===== config.mk =====
export PLATFORM = sky130hd
export DESIGN_NAME = risc16_fetch_flat
export DESIGN_NICKNAME = d
export VERILOG_FILES = /design/src/rtl/risc16_fetch_if.sv /design/src/rtl/risc16_fetch.sv /design/src/flat_wrapper.sv
export SDC_FILE = /design/constraint.sdc
export NUM_CORES = 1
export LEC_CHECK = 0
export BUFFER_PORTS_ARGS = -buffer_cell sky130_fd_sc_hd__buf_2
export CAP_MARGIN = 20
export CORE_ASPECT_RATIO = 0.8
export CORE_MARGIN = 2
export CORE_UTILIZATION = 47
export DETAILED_ROUTE_END_ITERATION = 10
export GPL_TIMING_DRIVEN = 0
export PLACE_DENSITY_LB_ADDON = 0.15
export SETUP_SLACK_MARGIN = 0.2
export SLEW_MARGIN = 5
export SYNTH_ARGS = -nofsm -noshare
export SYNTH_HDL_FRONTEND = slang
export SYNTH_SLANG_ARGS = --single-unit

===== constraint.sdc =====
create_clock -name clk -period 2.8 [get_ports clk]
set_input_delay 0.56 -clock clk [delete_from_list [all_inputs] [get_ports clk]]
set_output_delay 0.56 -clock clk [all_outputs]
set_load 0.02 [all_outputs]

===== src/rtl/risc16_fetch_if.sv =====
// Fetch-unit bus bundle: instruction-memory read handshake plus the ir/pc and
// branch signals exchanged with the decoder/execute stage.
interface risc16_fetch_if #(
  parameter int IMM_W = 7
);
  logic             mem_req;
  logic [15:0]      mem_addr;
  logic [15:0]      mem_rdata;
  logic             mem_ack;
  logic [15:0]      ir;
  logic [15:0]      pc;
  logic             ir_valid;
  logic             ir_accept;
  logic [1:0]       branch;
  logic             cmp_eq;
  logic [IMM_W-1:0] imm;
  logic [15:0]      jump_target;
  logic             halted;

  modport master (
    output mem_req, mem_addr, ir, pc, ir_valid, halted,
    input  mem_rdata, mem_ack, ir_accept, branch, cmp_eq, imm, jump_target
  );

  modport slave (
    input  mem_req, mem_addr, ir, pc, ir_valid, halted,
    output mem_rdata, mem_ack, ir_accept, branch, cmp_eq, imm, jump_target
  );
endinterface


===== src/rtl/risc16_fetch.sv =====
// RISC-16 instruction fetch: req/ack word reads, holds ir until accepted, then
// computes next pc. Define RISC16_HALT_EN to build the HALTED state.
module risc16_fetch #(
  parameter logic [15:0] RESET_PC = 16'h0000,
  parameter int          IMM_W    = 7
) (
  input logic            clk,
  input logic            rst,
  risc16_fetch_if.master bus
);

`ifdef RISC16_HALT_EN
  typedef enum logic [1:0] {IDLE, FETCH, HOLD, HALTED} state_t;
`else
  typedef enum logic [1:0] {IDLE, FETCH, HOLD} state_t;
`endif

  state_t      state_q, state_d;
  logic [15:0] pc_q, pc_d;
  logic [15:0] ir_q, ir_d;
  logic        ir_valid_q, ir_valid_d;
  logic        mem_req_q, mem_req_d;
  logic [15:0] imm_ext;
  logic [15:0] pc_next;

  assign imm_ext = {{(16-IMM_W){bus.imm[IMM_W-1]}}, bus.imm};

  always_comb begin
    pc_next = pc_q + 16'd1;
    case (bus.branch)
      2'b01:   pc_next = bus.jump_target;
      2'b10:   if (bus.cmp_eq) pc_next = pc_q + 16'd1 + imm_ext;
      default: ;
    endcase
  end

`ifdef RISC16_HALT_EN
  logic halted_q, halted_d;
  logic ir_is_halt;

  assign ir_is_halt = (ir_q[15:13] == 3'b111) && (ir_q[12:7] == '0) && (ir_q[6:0] != '0);
  assign bus.halted = halted_q;
`else
  assign bus.halted = 1'b0;
`endif

  always_comb begin
    state_d    = state_q;
    pc_d       = pc_q;
    ir_d       = ir_q;
    ir_valid_d = ir_valid_q;
    mem_req_d  = mem_req_q;
`ifdef RISC16_HALT_EN
    halted_d   = halted_q;
`endif
    case (state_q)
      IDLE: begin
        state_d   = FETCH;
        mem_req_d = 1'b1;
      end
      FETCH: begin
        if (bus.mem_ack) begin
          ir_d       = bus.mem_rdata;
          ir_valid_d = 1'b1;
          mem_req_d  = 1'b0;
          state_d    = HOLD;
        end
      end
      HOLD: begin
        if (bus.ir_accept) begin
          ir_valid_d = 1'b0;
`ifdef RISC16_HALT_EN
          if (ir_is_halt) begin
            state_d  = HALTED;
            halted_d = 1'b1;
          end else begin
            pc_d      = pc_next;
            mem_req_d = 1'b1;
            state_d   = FETCH;
          end
`else
          pc_d      = pc_next;
          mem_req_d = 1'b1;
          state_d   = FETCH;
`endif
        end
      end
      default: state_d = IDLE;
    endcase
  end

  always_ff @(posedge clk or posedge rst) begin
    if (rst) begin
      state_q    <= IDLE;
      pc_q       <= RESET_PC;
      ir_q       <= '0;
      ir_valid_q <= 1'b0;
      mem_req_q  <= 1'b0;
`ifdef RISC16_HALT_EN
      halted_q   <= 1'b0;
`endif
    end else begin
      state_q    <= state_d;
      pc_q       <= pc_d;
      ir_q       <= ir_d;
      ir_valid_q <= ir_valid_d;
      mem_req_q  <= mem_req_d;
`ifdef RISC16_HALT_EN
      halted_q   <= halted_d;
`endif
    end
  end

  assign bus.mem_req  = mem_req_q;
  assign bus.mem_addr = pc_q;
  assign bus.ir       = ir_q;
  assign bus.pc       = pc_q;
  assign bus.ir_valid = ir_valid_q;

endmodule


===== src/flat_wrapper.sv =====
// flat-port wrapper written by rule: the top's interface ports become plain ports
module risc16_fetch_flat 
#(
  parameter logic [15:0] RESET_PC = 16'h0000,
  parameter int          IMM_W    = 7
)
  (clk, rst, bus_mem_req, bus_mem_addr, bus_ir, bus_pc, bus_ir_valid, bus_halted, bus_mem_rdata, bus_mem_ack, bus_ir_accept, bus_branch, bus_cmp_eq, bus_imm, bus_jump_target);
  risc16_fetch_if #(.IMM_W(IMM_W)) bus_i ();
  input logic clk;
  input logic rst;
  output wire logic [$bits(bus_i.mem_req)-1:0] bus_mem_req;
  output wire logic [$bits(bus_i.mem_addr)-1:0] bus_mem_addr;
  output wire logic [$bits(bus_i.ir)-1:0] bus_ir;
  output wire logic [$bits(bus_i.pc)-1:0] bus_pc;
  output wire logic [$bits(bus_i.ir_valid)-1:0] bus_ir_valid;
  output wire logic [$bits(bus_i.halted)-1:0] bus_halted;
  input wire logic [$bits(bus_i.mem_rdata)-1:0] bus_mem_rdata;
  input wire logic [$bits(bus_i.mem_ack)-1:0] bus_mem_ack;
  input wire logic [$bits(bus_i.ir_accept)-1:0] bus_ir_accept;
  input wire logic [$bits(bus_i.branch)-1:0] bus_branch;
  input wire logic [$bits(bus_i.cmp_eq)-1:0] bus_cmp_eq;
  input wire logic [$bits(bus_i.imm)-1:0] bus_imm;
  input wire logic [$bits(bus_i.jump_target)-1:0] bus_jump_target;
  assign bus_mem_req = bus_i.mem_req;
  assign bus_mem_addr = bus_i.mem_addr;
  assign bus_ir = bus_i.ir;
  assign bus_pc = bus_i.pc;
  assign bus_ir_valid = bus_i.ir_valid;
  assign bus_halted = bus_i.halted;
  assign bus_i.mem_rdata = bus_mem_rdata;
  assign bus_i.mem_ack = bus_mem_ack;
  assign bus_i.ir_accept = bus_ir_accept;
  assign bus_i.branch = bus_branch;
  assign bus_i.cmp_eq = bus_cmp_eq;
  assign bus_i.imm = bus_imm;
  assign bus_i.jump_target = bus_jump_target;
  risc16_fetch #(.RESET_PC(RESET_PC), .IMM_W(IMM_W)) u_core (.clk(clk), .rst(rst), .bus(bus_i));
endmodule

# Yosys cells after proc, flatten, opt, wreduce, memory -nomap -nowiden

Cells that the tools add are included.

Word-level logic and storage cells: 32
Output and inout port bits: 51
Flip-flop bits (word level): 36
Input port bits: 46

Reductions and logical operators: 8
$add $sub $neg: 2
Eq/ne operators: 6
Mux-type cells: 11

Operator list:

| operator                                                         | count |
|---|---|
| 16-bit case mux with 2 select lines                              | 1 |
| 16-bit by 1-bit adder with 16-bit output (second input constant) | 1 |
| 16-bit adder                                                     | 1 |
| 16-bit 2-to-1 mux                                                | 1 |
| 2-bit case mux with 3 select lines                               | 1 |
| 2-bit AND reduction                                              | 3 |
| 3-bit AND reduction                                              | 2 |
| 2-bit by 1-bit == test with 1-bit output (second input constant) | 2 |
| 2-bit == test (second input constant)                            | 2 |
| 1-bit 2-to-1 mux                                                 | 4 |
| 2-bit 2-to-1 mux                                                 | 2 |
| 2-bit inequality test (second input constant)                    | 2 |
| 1-bit case mux with 3 select lines                               | 1 |
| 3-bit nonzero test                                               | 1 |
| 2-bit zero test                                                  | 1 |
| 1-bit case mux with 2 select lines                               | 1 |
| 2-bit nonzero test                                               | 1 |

# Logic depth before layout (Yosys ltp)

Gate-level depths: netlist of run 1.

Depth after elaboration: 4
Mapped depth: 12
Mapped depth without buffers: 12

# Worst setup path before layout of run 1

Ideal clock, no wire load.

Path type: reg2reg
From: reg u_core.pc_q[2], in the netlist u_core.bus.mem_addr[2]
To: reg u_core.pc_q[12], in the netlist u_core.bus.mem_addr[12]
Clock period less this slack: 2.929 ns
Slack: -0.129 ns
Path buffers: 1
Cell stages (with the launch flop): 12
Arrival time: 2.847 ns
Setup time: 0.082 ns
Data required time: 2.718 ns
Path through: dfrtp_1 -> nand3_2 -> nor3_4 -> nand3_1 -> xnor2_1 -> ha_1 -> buf_2 -> nand2_1 -> o21ai_0 -> a21oi_1 -> or4_1 -> a31oi_1

Word-level cells in the longest chain between the ends: 4

Ends and longest elaborated chain:

| what                                         | RTL line                               | source |
|---|---|---|
| start, declared                              | risc16_fetch.sv:19                     | `logic [15:0] pc_q, pc_d;` |
| start signal, assigned                       | risc16_fetch.sv:104                    | `pc_q <= pc_d;` |
| 16-bit by 1-bit adder with 16-bit output (*) | risc16_fetch.sv:29, risc16_fetch.sv:32 |  |
| 16-bit adder                                 | risc16_fetch.sv:32                     | `2'b10: if (bus.cmp_eq) pc_next = pc_q + 16'd1 + imm_ext;` |
| 16-bit 2-to-1 mux                            | risc16_fetch.sv:32                     |  |
| 16-bit case mux with 2 select lines (*)      | risc16_fetch.sv:30                     | `case (bus.branch)` |

Mark *: on every way between the ends. The rest lies on a longest branch, timed or not.
A chain may end at the register's enable or synchronous reset.

# Worst setup path after layout of run 1

From: reg u_core.pc_q[0], in the netlist u_core.bus.mem_addr[0]
To: reg u_core.pc_q[9], in the netlist u_core.bus.mem_addr[9]

The elaborated chain is that of the path after synthesis.

==> reports/metrics.yaml, run 1 <==
status:
  outcome: "finished clean"
logic_synthesis:
  synth.cell_area_sq_um: 2980
  netlist.top_cell.by_area: "dfrtp_1"
  synth_compound_area_frac: 0.229
  yosys.area_share.simple: 0.154
  synthCells: 331
  synth-main-ff-cell: "dfrtp_1"
  synthXorXnorAreaFrac: 0.0705
  synth_warnings: 0
  avgSynthCellArea_sq_um: 9.01
  synth_fa_ha_area_frac: 0.103
  synth_cell_types: 58
  seq_area_frac_synth: 0.302
  synth_top_area_frac: 0.302
  synth_edf_count: 0
  ys_ff_latch: 36
  ys_async_sr_fraction: 1.00
  synth_nets: 401
  synth_top_family_by_area: "compound AO/OA/AOI/OAI gates"
  synth.mux.area_fraction: 0.0705
  synthTopCellsByArea: "dfrtp_1, ha_1, mux2_2, nand2_1, a21oi_1"
grt:
  antenna_found_initial: 0
  overflow: 0
  grt_usage: 0.257
  grt_max_degree: 37
  grt_pass1_wl_microns: 13800
  grt_pass1_vias: 2828
setup_path:
  worst-setup-path-type: "reg2reg"
  reg2reg_slack_ns: 0.04
  rr_startpoint: "u_core.bus.mem_addr[0]"
  startpoint: "u_core.bus.mem_addr[0]"
  crit_arrival_ns: 2.92
  rr_worst_depth: 13
  startpoint_type: "flip-flop"
  required_ns: 2.96
  endpoint_kind: "flip-flop"
  crit_fanout: 6
die:
  initial_core_util: 0.496
  rows: 25
  die_h_microns: 75.2
  dieArea_sq_um: 7000
  pin_count: 97
  die_x_microns: 93.1
  fp.coreArea_sq_um: 6010
detailed_routing:
  ant_nets: 0
  first_pass_iters: 5
  wl_per_cell_microns: 17.6
  drt_iter0_markers: 227
  avgViaCountPerCell: 5.70
  drc: 0
  vias: 3212
  wirelength_microns: 9930
sta:
  period_share: 0.985
  maxSlewHeadroom: 0.474
  tightest_slew_ns: 0.788
  fin_setup_tns_ns: 0
  fin_ws_ns: 0.0418
  finalSetupViolations: 0
  hold_viol_final: 0
  report.final.slew_viol_count: 0
  rsz0062_at_grt: "yes"
  min_period_ns: 2.76
  fmax_ghz: 0.363
  finClkSkew_ns: 0.00688
power_and_ir_drop:
  total_power_mw: 5.44
  leakage_nw: 2.07
  power.density_nw_per_um2: 1190
  ir_drop_uv: 645
clock_network:
  cts_buffer_depth: 2
  cts_tree: "yes"
  cts_made_buffers: 5
  clkLatencyLatePin_ns: 0.30
  h-tree-depth: 2
  numClockSinks: 36
  root_buffer: "clkbuf_8"
  clk_pin_slew_ns: 0.08
final_layout:
  area_growth_pct: 52.7
  diodes: 0
  nets: 552
  final_core_util: 0.758
  layout_commonest_cell: "buf_2"
  mostFrequentLayoutCells: "buf_2, buf_4, nand2_1"
  drive_gt1_frac: 0.549
placed_design:
  port_buffers: 95
  pre_cts_ws_ns: -0.135
  dp_hpwl_microns: 6320
  gp_congestion: 0.845
hold_path:
  hold_path.class: "in2async"
flow_run:
  maxCapViolCount: 0
[final cells by class]
cell class | count | area (sq um)
well taps | 81 | 101
fillers | 427 | 1450
multi-input cells | 257 | 2360
plain buffers | 27 | 173
repair buffers | 144 | 855
clock inverters | 3 | 42.5
flip-flops and latches | 36 | 915
clock buffers | 5 | 68.8
inverters | 11 | 41.3
[cells by family (layout without fill, tap and decap cells)]
group / count (synthesis) / in the layout
buffers and inverters: 38 / 190
multiplexers: 19 / 19
other: 1 / 1
AND/OR/NAND/NOR: 93 / 93
XOR/XNOR: 24 / 24
AO/OA/AOI/OAI: 96 / 96
adder cells (fa/ha/maj): 24 / 24
flip-flops: 36 / 36
[worst max-delay path: stages, from the launching register on]
cell and delay, ns:
dfrtp_2 0.46, buf_6 0.15, nand2_8 0.05, nor3_4 0.25, buf_4 0.18, xor2_4 0.18, ha_4 0.24, nand2_2 0.09
nor2_1 0.08, a211oi_2 0.23, buf_4 0.17, xnor2_1 0.07, a222oi_1 0.36, o21ai_1 0.12
[cells in the mapped netlist, drive strengths merged (9+ instances only)]
library cell,instances
nand2,35
clkbuf,9
o21ai,16
nor2,19
inv,11
xor2,13
dfrtp,36
a21oi,28
mux2,16
xnor2,11
nand3,11
ha,23
buf,18
[flip-flops by register name (all words and copies together), names as in the netlist]
name                 flops
u_core.bus.ir           16
u_core.bus.mem_addr     16
u_core.bus.mem_req       1
u_core.state_q           2
u_core.bus.ir_valid      1
[final timing paths]
kind	endpoint
min	u_core.bus.ir[0]
max reg2reg	u_core.bus.mem_addr[9]
min in group clk	u_core.state_q[1]
max in group asynchronous	u_core.bus.mem_addr[10]
min reg2reg	u_core.bus.ir_valid
max	u_core.bus.mem_addr[9]
[routing by layer]
metal / vias to the layer above / GRT usage / share of wire / wire, microns
met3: 19 / 0.0561 / 0.087 / 862
met4: 0 / 0.0703 / 0.020 / 200
met5: - / 0 / 0 / 0
met2: 182 / 0.436 / 0.48 / 4800
li1: 1496 / - / - / -
met1: 1515 / 0.339 / 0.41 / 4060
[power breakdown]
group	total, mW	leakage (nW)	internal (mW)	switching (mW)
clock	0.474	0.0541	0.263	0.210
sequential	1.05	0.413	0.791	0.262
combinational	3.91	1.60	1.81	2.10
total	5.44	2.07	2.86	2.57
[metrics by stage]
| stage | cell area [sq um] | hold slack, ns | std cells |
|---|---|---|---|
| floorplan | 3040 | 0.468 | 331 |
| global placement | 3620 | 0.457 | 507 |
| detailed placement | 3620 | 0.459 | 507 |
| CTS | 4090 | 0.420 | 543 |
| global route | 4550 | 0.468 | 564 |
| finish | 4550 | 0.399 | 564 |
[what timing repair did]
item / CTS / global route
hold buffers: 0 / 0
setup endpoints to repair: 7 / 9
gates resized for setup: 32 / 43
pin swaps: 24 / 30
setup buffers: 28 / 21
Note: power is estimated with default switching activity, not from simulation.
==> inputs of run 2 (changes only) <==
--- a/config.mk
+++ b/config.mk
@@ -5,7 +5,7 @@
 export SDC_FILE = /design/constraint.sdc
 export NUM_CORES = 1
 export LEC_CHECK = 0
-export BUFFER_PORTS_ARGS = -buffer_cell sky130_fd_sc_hd__buf_2
+export BUFFER_PORTS_ARGS = -buffer_cell sky130_fd_sc_hd__buf_4
 export CAP_MARGIN = 20
 export CORE_ASPECT_RATIO = 0.8
 export CORE_MARGIN = 2
==> run 2 against run 1 <==
  * Core utilization rose by 5.1 points
  * First-iteration DRC count is 78% higher
  * Final cell count grew 0.71%
  * Clock skew is 0.0031 ns higher
  * Critical path type unchanged
  * Largest cell class unchanged
  * Highest routed layer unchanged
==> reports/metrics.yaml, run 2 (same netlist as run 1, synthesis figures left out) <==
sta:
  min_period_ns: 2.70
  tightest_slew_ns: 0.780
  fmax_ghz: 0.370
  finClkSkew_ns: 0.00994
  hold_viol_final: 0
  whs_ns: 0.398
  report.final.slew_viol_count: 0
  period_share: 0.965
  rsz0062_at_grt: "yes"
  maxSlewHeadroom: 0.479
  finalSetupViolations: 0
setup_path:
  critPathBufInv: 2
  r2r_end: "u_core.bus.mem_addr[9]"
  crit_fanout: 5
  rr_worst_depth: 12
  crit_arrival_ns: 2.87
  rr_startpoint: "u_core.bus.mem_addr[4]"
  reg2reg_slack_ns: 0.1
  crit_chain: "nand3_4 > buf_4 > nor2_1 > xor2_1 > ha_1 > nand2_1 > nor2_2 > a211oi_2 > buf_4 > xnor2_1 > a222oi_1 > o21ai_1"
  critical_path.slowest_cell: "dfrtp_2"
  critical_path.most_common_cell: "buf_4"
  endpoint_kind: "flip-flop"
  startpoint_type: "flip-flop"
  required_ns: 2.97
  worst-setup-path-type: "reg2reg"
  cpLargestDelayFamily: "compound AO/OA/AOI/OAI gates"
  critPathMaxStageDelay_ns: 0.41
clock_network:
  h-tree-depth: 2
  clk_pin_slew_ns: 0.08
  cts_tree: "yes"
  root_buffer: "clkbuf_8"
  numClockSinks: 36
  cts_buffer_depth: 2
  cts_hold_buf: 0
  cts_made_buffers: 5
  clkLatencyLatePin_ns: 0.31
die:
  rows: 25
  initial_core_util: 0.496
  fp.coreArea_sq_um: 6010
  pin_count: 97
  die_h_microns: 75.2
  dieArea_sq_um: 7000
  die_x_microns: 93.1
placed_design:
  gp_congestion: 0.849
  dp.cells: 507
  port_buffers: 95
  dp_hpwl_microns: 6560
grt:
  grt_pass1_wl_microns: 15600
  grt_max_degree: 37
  grt_pass1_vias: 3134
  antenna_found_initial: 0
  overflow: 0
  grt_usage: 0.296
final_layout:
  diodes: 0
  nets: 556
  mostFrequentLayoutCells: "buf_4, nand2_1, dfrtp_1"
  area_growth_pct: 63.0
  drive_gt1_frac: 0.563
  instances_no_fill: 568
  layout_commonest_cell: "buf_4"
hold_path:
  hold_path.class: "in2async"
power_and_ir_drop:
  p_seq_frac: 0.180
  p_sw_mw: 2.68
  ir_drop_uv: 760
  p_int_mw: 3.26
  comb_power_share: 0.708
  pwr-share-clk: 0.112
  power.density_nw_per_um2: 1220
  switching_share: 0.452
  leakage_nw: 2.19
detailed_routing:
  avgViaCountPerCell: 6.08
  met2_length_microns: 5330
  wl_per_cell_microns: 19.5
  wirelength_microns: 11100
  ant_nets: 0
  wl_met1_microns: 4260
  highest_layer: "met4"
  vias: 3455
  drc: 0
  first_pass_iters: 5
  met3WireLength_microns: 1080
  drt_iter0_markers: 404
status:
  outcome: "finished clean"
flow_run:
  maxCapViolCount: 0
[run 2: changes by cell type in the layout (fill, tap and decap cells not counted), moves of 2 or more]
cell and change:
buf_2 -95, nor2_2 +3, nor2_1 -2, o21ai_2 +3, bufinv_16 +2, buf_4 +98
[run 2: through the flow]
step / cell area [sq um] / TNS, ns / util / total power, mW / setup WS (ns)
after detailed placement: 3860 / -0.346 / 0.643 / 4.13 / -0.128
after global placement: 3860 / -0.279 / 0.643 / 4.06 / -0.125
after floorplan: 3040 / 0 / - / 3.11 / 0.210
after CTS: 4610 / 0 / 0.767 / 5.46 / 0.184
final: 4860 / 0 / 0.809 / 5.94 / 0.0973
after global routing: 4860 / -0.0557 / 0.809 / 6.22 / -0.0305
[run 2: metal layers]
layer | GRT usage | vias up
met5 | 0 | -
met4 | 0.134 | 0
met3 | 0.0621 | 45
met2 | 0.498 | 240
met1 | 0.374 | 1657
li1 | - | 1513
[run 2: final cells by class]
type	instances	area [sq um]
fill	360	1140
clock buffer	5	68.8
buffer	27	173
tap	81	101
sequential	36	915
timing repair buffer	148	1130
multi-input combinational	257	2340
clock inverter	3	90.1
inverter	11	41.3
[run 2: power groups by stage]
stage	Clock [mW]	Combinational, mW	Sequential, mW
finish	0.666	4.20	1.07
global route	0.685	4.44	1.10
CTS	0.660	3.76	1.04
detailed placement	0	3.00	1.14
global placement	0	2.93	1.12
floorplan	0	1.74	1.38
[run 2: what timing repair did]
action / CTS / global route
pin swaps: 32 / 26
resized for setup: 52 / 27
endpoints found under the setup margin: 8 / 7
setup buffers: 40 / 13
endpoints found under the hold margin: 0 / 0
[run 2: how the worst max path moves through the flow]
stage,from,end,cells past startpoint
after detailed placement,u_core.bus.mem_addr[2],u_core.bus.mem_addr[13],10
after floorplan,u_core.bus.mem_addr[0],u_core.bus.mem_addr[14],11
after global routing,u_core.bus.mem_addr[4],u_core.bus.mem_addr[9],12
after global placement,u_core.bus.mem_addr[2],u_core.bus.mem_addr[13],10
final,u_core.bus.mem_addr[4],u_core.bus.mem_addr[9],12
after CTS,u_core.bus.mem_addr[0],u_core.bus.mem_addr[13],12
==> inputs of run 3 (changes only) <==
--- a/config.mk
+++ b/config.mk
@@ -7,9 +7,11 @@
 export LEC_CHECK = 0
 export BUFFER_PORTS_ARGS = -buffer_cell sky130_fd_sc_hd__buf_4
 export CAP_MARGIN = 20
+export CELL_PAD_IN_SITES_DETAIL_PLACEMENT = 0
+export CELL_PAD_IN_SITES_GLOBAL_PLACEMENT = 2
 export CORE_ASPECT_RATIO = 0.8
 export CORE_MARGIN = 2
-export CORE_UTILIZATION = 47
+export CORE_UTILIZATION = 27
 export DETAILED_ROUTE_END_ITERATION = 10
 export GPL_TIMING_DRIVEN = 0
 export PLACE_DENSITY_LB_ADDON = 0.15
==> run 3 against run 2 <==
  * Critical path depth did not move
  * Global-route usage fell by 12 points
  * Cell area rose by 0.77%
  * First-iteration DRC count fell by 68%
  * Highest routed layer unchanged
==> reports/metrics.yaml, run 3 (same netlist as run 1, synthesis figures left out) <==
status:
  outcome: "finished clean"
final_layout:
  mostFrequentLayoutCells: "buf_4, nand2_1, dfrtp_1"
  fill_cells: 1053
  layout_commonest_cell: "buf_4"
  seqCellArea_sq_um: 915
  diodes: 0
  final_core_util: 0.453
  drive_gt1_frac: 0.560
  multi_input_area_sq_um: 2340
  area_growth_pct: 64.3
  nets: 553
grt:
  grt_pass1_vias: 3016
  grt_max_degree: 37
  grt_use_met1: 0.249
  antenna_found_initial: 0
  grt_pass1_wl_microns: 16100
  overflow: 0
  grt.busiest_layer: "met2"
  grtUsageMet2: 0.272
  grt_use_met3: 0.0280
  grt_usage: 0.174
sta:
  maxSlewHeadroom: 0.441
  fmax_ghz: 0.378
  rsz0062_at_grt: "yes"
  fin_ws_ns: 0.151
  hold_viol_final: 0
  finalSetupViolations: 0
  report.final.slew_viol_count: 0
  min_period_ns: 2.65
  finClkSkew_ns: 0.00211
  whs_ns: 0.450
  period_share: 0.946
  tightest_slew_ns: 0.837
clock_network:
  cts_buffer_depth: 2
  clkLatencyLatePin_ns: 0.28
  root_buffer: "clkbuf_16"
  cts_tree: "yes"
  clk_pin_slew_ns: 0.06
  cts_hold_buf: 0
  numClockSinks: 36
  h-tree-depth: 2
  cts_made_buffers: 5
flow_run:
  maxCapViolCount: 0
placed_design:
  pre_cts_ws_ns: -0.214
  dp_hpwl_microns: 7390
  port_buffers: 95
  gp_congestion: 0.786
setup_path:
  critical_path.slowest_cell: "dfrtp_2"
  endpoint_kind: "flip-flop"
  rr_startpoint: "u_core.bus.mem_addr[1]"
  startpoint_type: "flip-flop"
  critical_path.most_common_cell: "buf_6"
  critPathBufInv: 2
  reg2reg_slack_ns: 0.15
  r2r_end: "u_core.bus.mem_addr[14]"
  crit_arrival_ns: 2.81
  required_ns: 2.96
  rr_worst_depth: 12
  cpLargestDelayFamily: "compound AO/OA/AOI/OAI gates"
  crit_fanout: 5
  worst-setup-path-type: "reg2reg"
  critPathMaxStageDelay_ns: 0.47
  crit_chain: "buf_6 > nand2_4 > nor3_4 > nand3_2 > xnor2_2 > ha_1 > buf_6 > a21oi_2 > o21ai_4 > a2111oi_4 > mux2i_1 > o41ai_2"
detailed_routing:
  vias: 3079
  drc: 0
  ant_nets: 0
  drt_iter0_markers: 131
  wl_per_cell_microns: 16.7
  avgViaCountPerCell: 4.90
  wirelength_microns: 10500
  first_pass_iters: 4
die:
  die_h_microns: 98.0
  die_x_microns: 121
  pin_count: 97
  rows: 34
  initial_core_util: 0.276
  fp.coreArea_sq_um: 10800
  dieArea_sq_um: 11900
power_and_ir_drop:
  ir_drop_uv: 473
  power.density_nw_per_um2: 1170
  total_power_mw: 5.73
  leakage_nw: 2.18
hold_path:
  hold_path.class: "in2async"
-- run 3: cell count changes in the layout (fill, tap and decap cells not counted), sizes merged --
cell	change
buf	-3
clkinv	+3
bufinv	-3
-- run 3: what timing repair did --
action / in CTS / in global routing
pin swaps: 37 / 18
resized for setup: 54 / 31
setup endpoints to repair: 10 / 10
buffers inserted: 44 / 6
-- run 3: cell type report --
class / count / area share
buffer: 27 / 0.0352
clock buffer: 5 / 0.0255
clock inverter: 3 / 0.00383
inverter: 11 / 0.00843
multi-input combinational: 257 / 0.477
sequential: 36 / 0.187
tap: 144 / 0.0368
timing repair buffer: 145 / 0.226
-- run 3: worst register-to-register path, stage by stage, from the launching register on --
cell       delay [ns]
dfrtp_2          0.47
buf_6            0.13
nand2_4          0.07
nor3_4           0.18
nand3_2          0.12
xnor2_2          0.16
ha_1             0.31
buf_6            0.13
a21oi_2          0.17
o21ai_4          0.09
a2111oi_4        0.36
mux2i_1          0.26
o41ai_2          0.08
-- run 3: where the power goes --
group | switching, mW | internal, mW
clock network | 0.234 | 0.328
logic | 2.11 | 2.01
registers | 0.262 | 0.792
total | 2.60 | 3.13
-- run 3: layer usage --
metal | share of wire | wire, microns
met1 | 0.48 | 5030
met2 | 0.46 | 4860
met3 | 0.042 | 444
met4 | 0.015 | 162
met5 | 0 | 0
-- run 3: worst max-delay path by stage --
stage / start / to / slack (ns) / depth (start not counted)
6_report: u_core.bus.mem_addr[1] / u_core.bus.mem_addr[14] / 0.15 / 12
5_1_grt: u_core.bus.mem_addr[0] / u_core.bus.mem_addr[15] / 0.04 / 12
4_1_cts: u_core.bus.mem_addr[0] / u_core.bus.mem_addr[14] / 0.17 / 12
3_5_place_dp: u_core.bus.mem_addr[1] / u_core.bus.mem_addr[15] / -0.21 / 10
3_3_place_gp: u_core.bus.mem_addr[2] / u_core.bus.mem_addr[13] / -0.27 / 10
2_1_floorplan: u_core.bus.mem_addr[0] / u_core.bus.mem_addr[14] / 0.21 / 11
-- run 3: through the flow --
stage | area (sq um) | cells | setup TNS, ns
floorplan | 3040 | 331 | 0
global placement | 3940 | 570 | -1.17
detailed placement | 3940 | 570 | -0.886
CTS | 4680 | 622 | 0
global route | 4900 | 628 | 0
finish | 4900 | 628 | 0
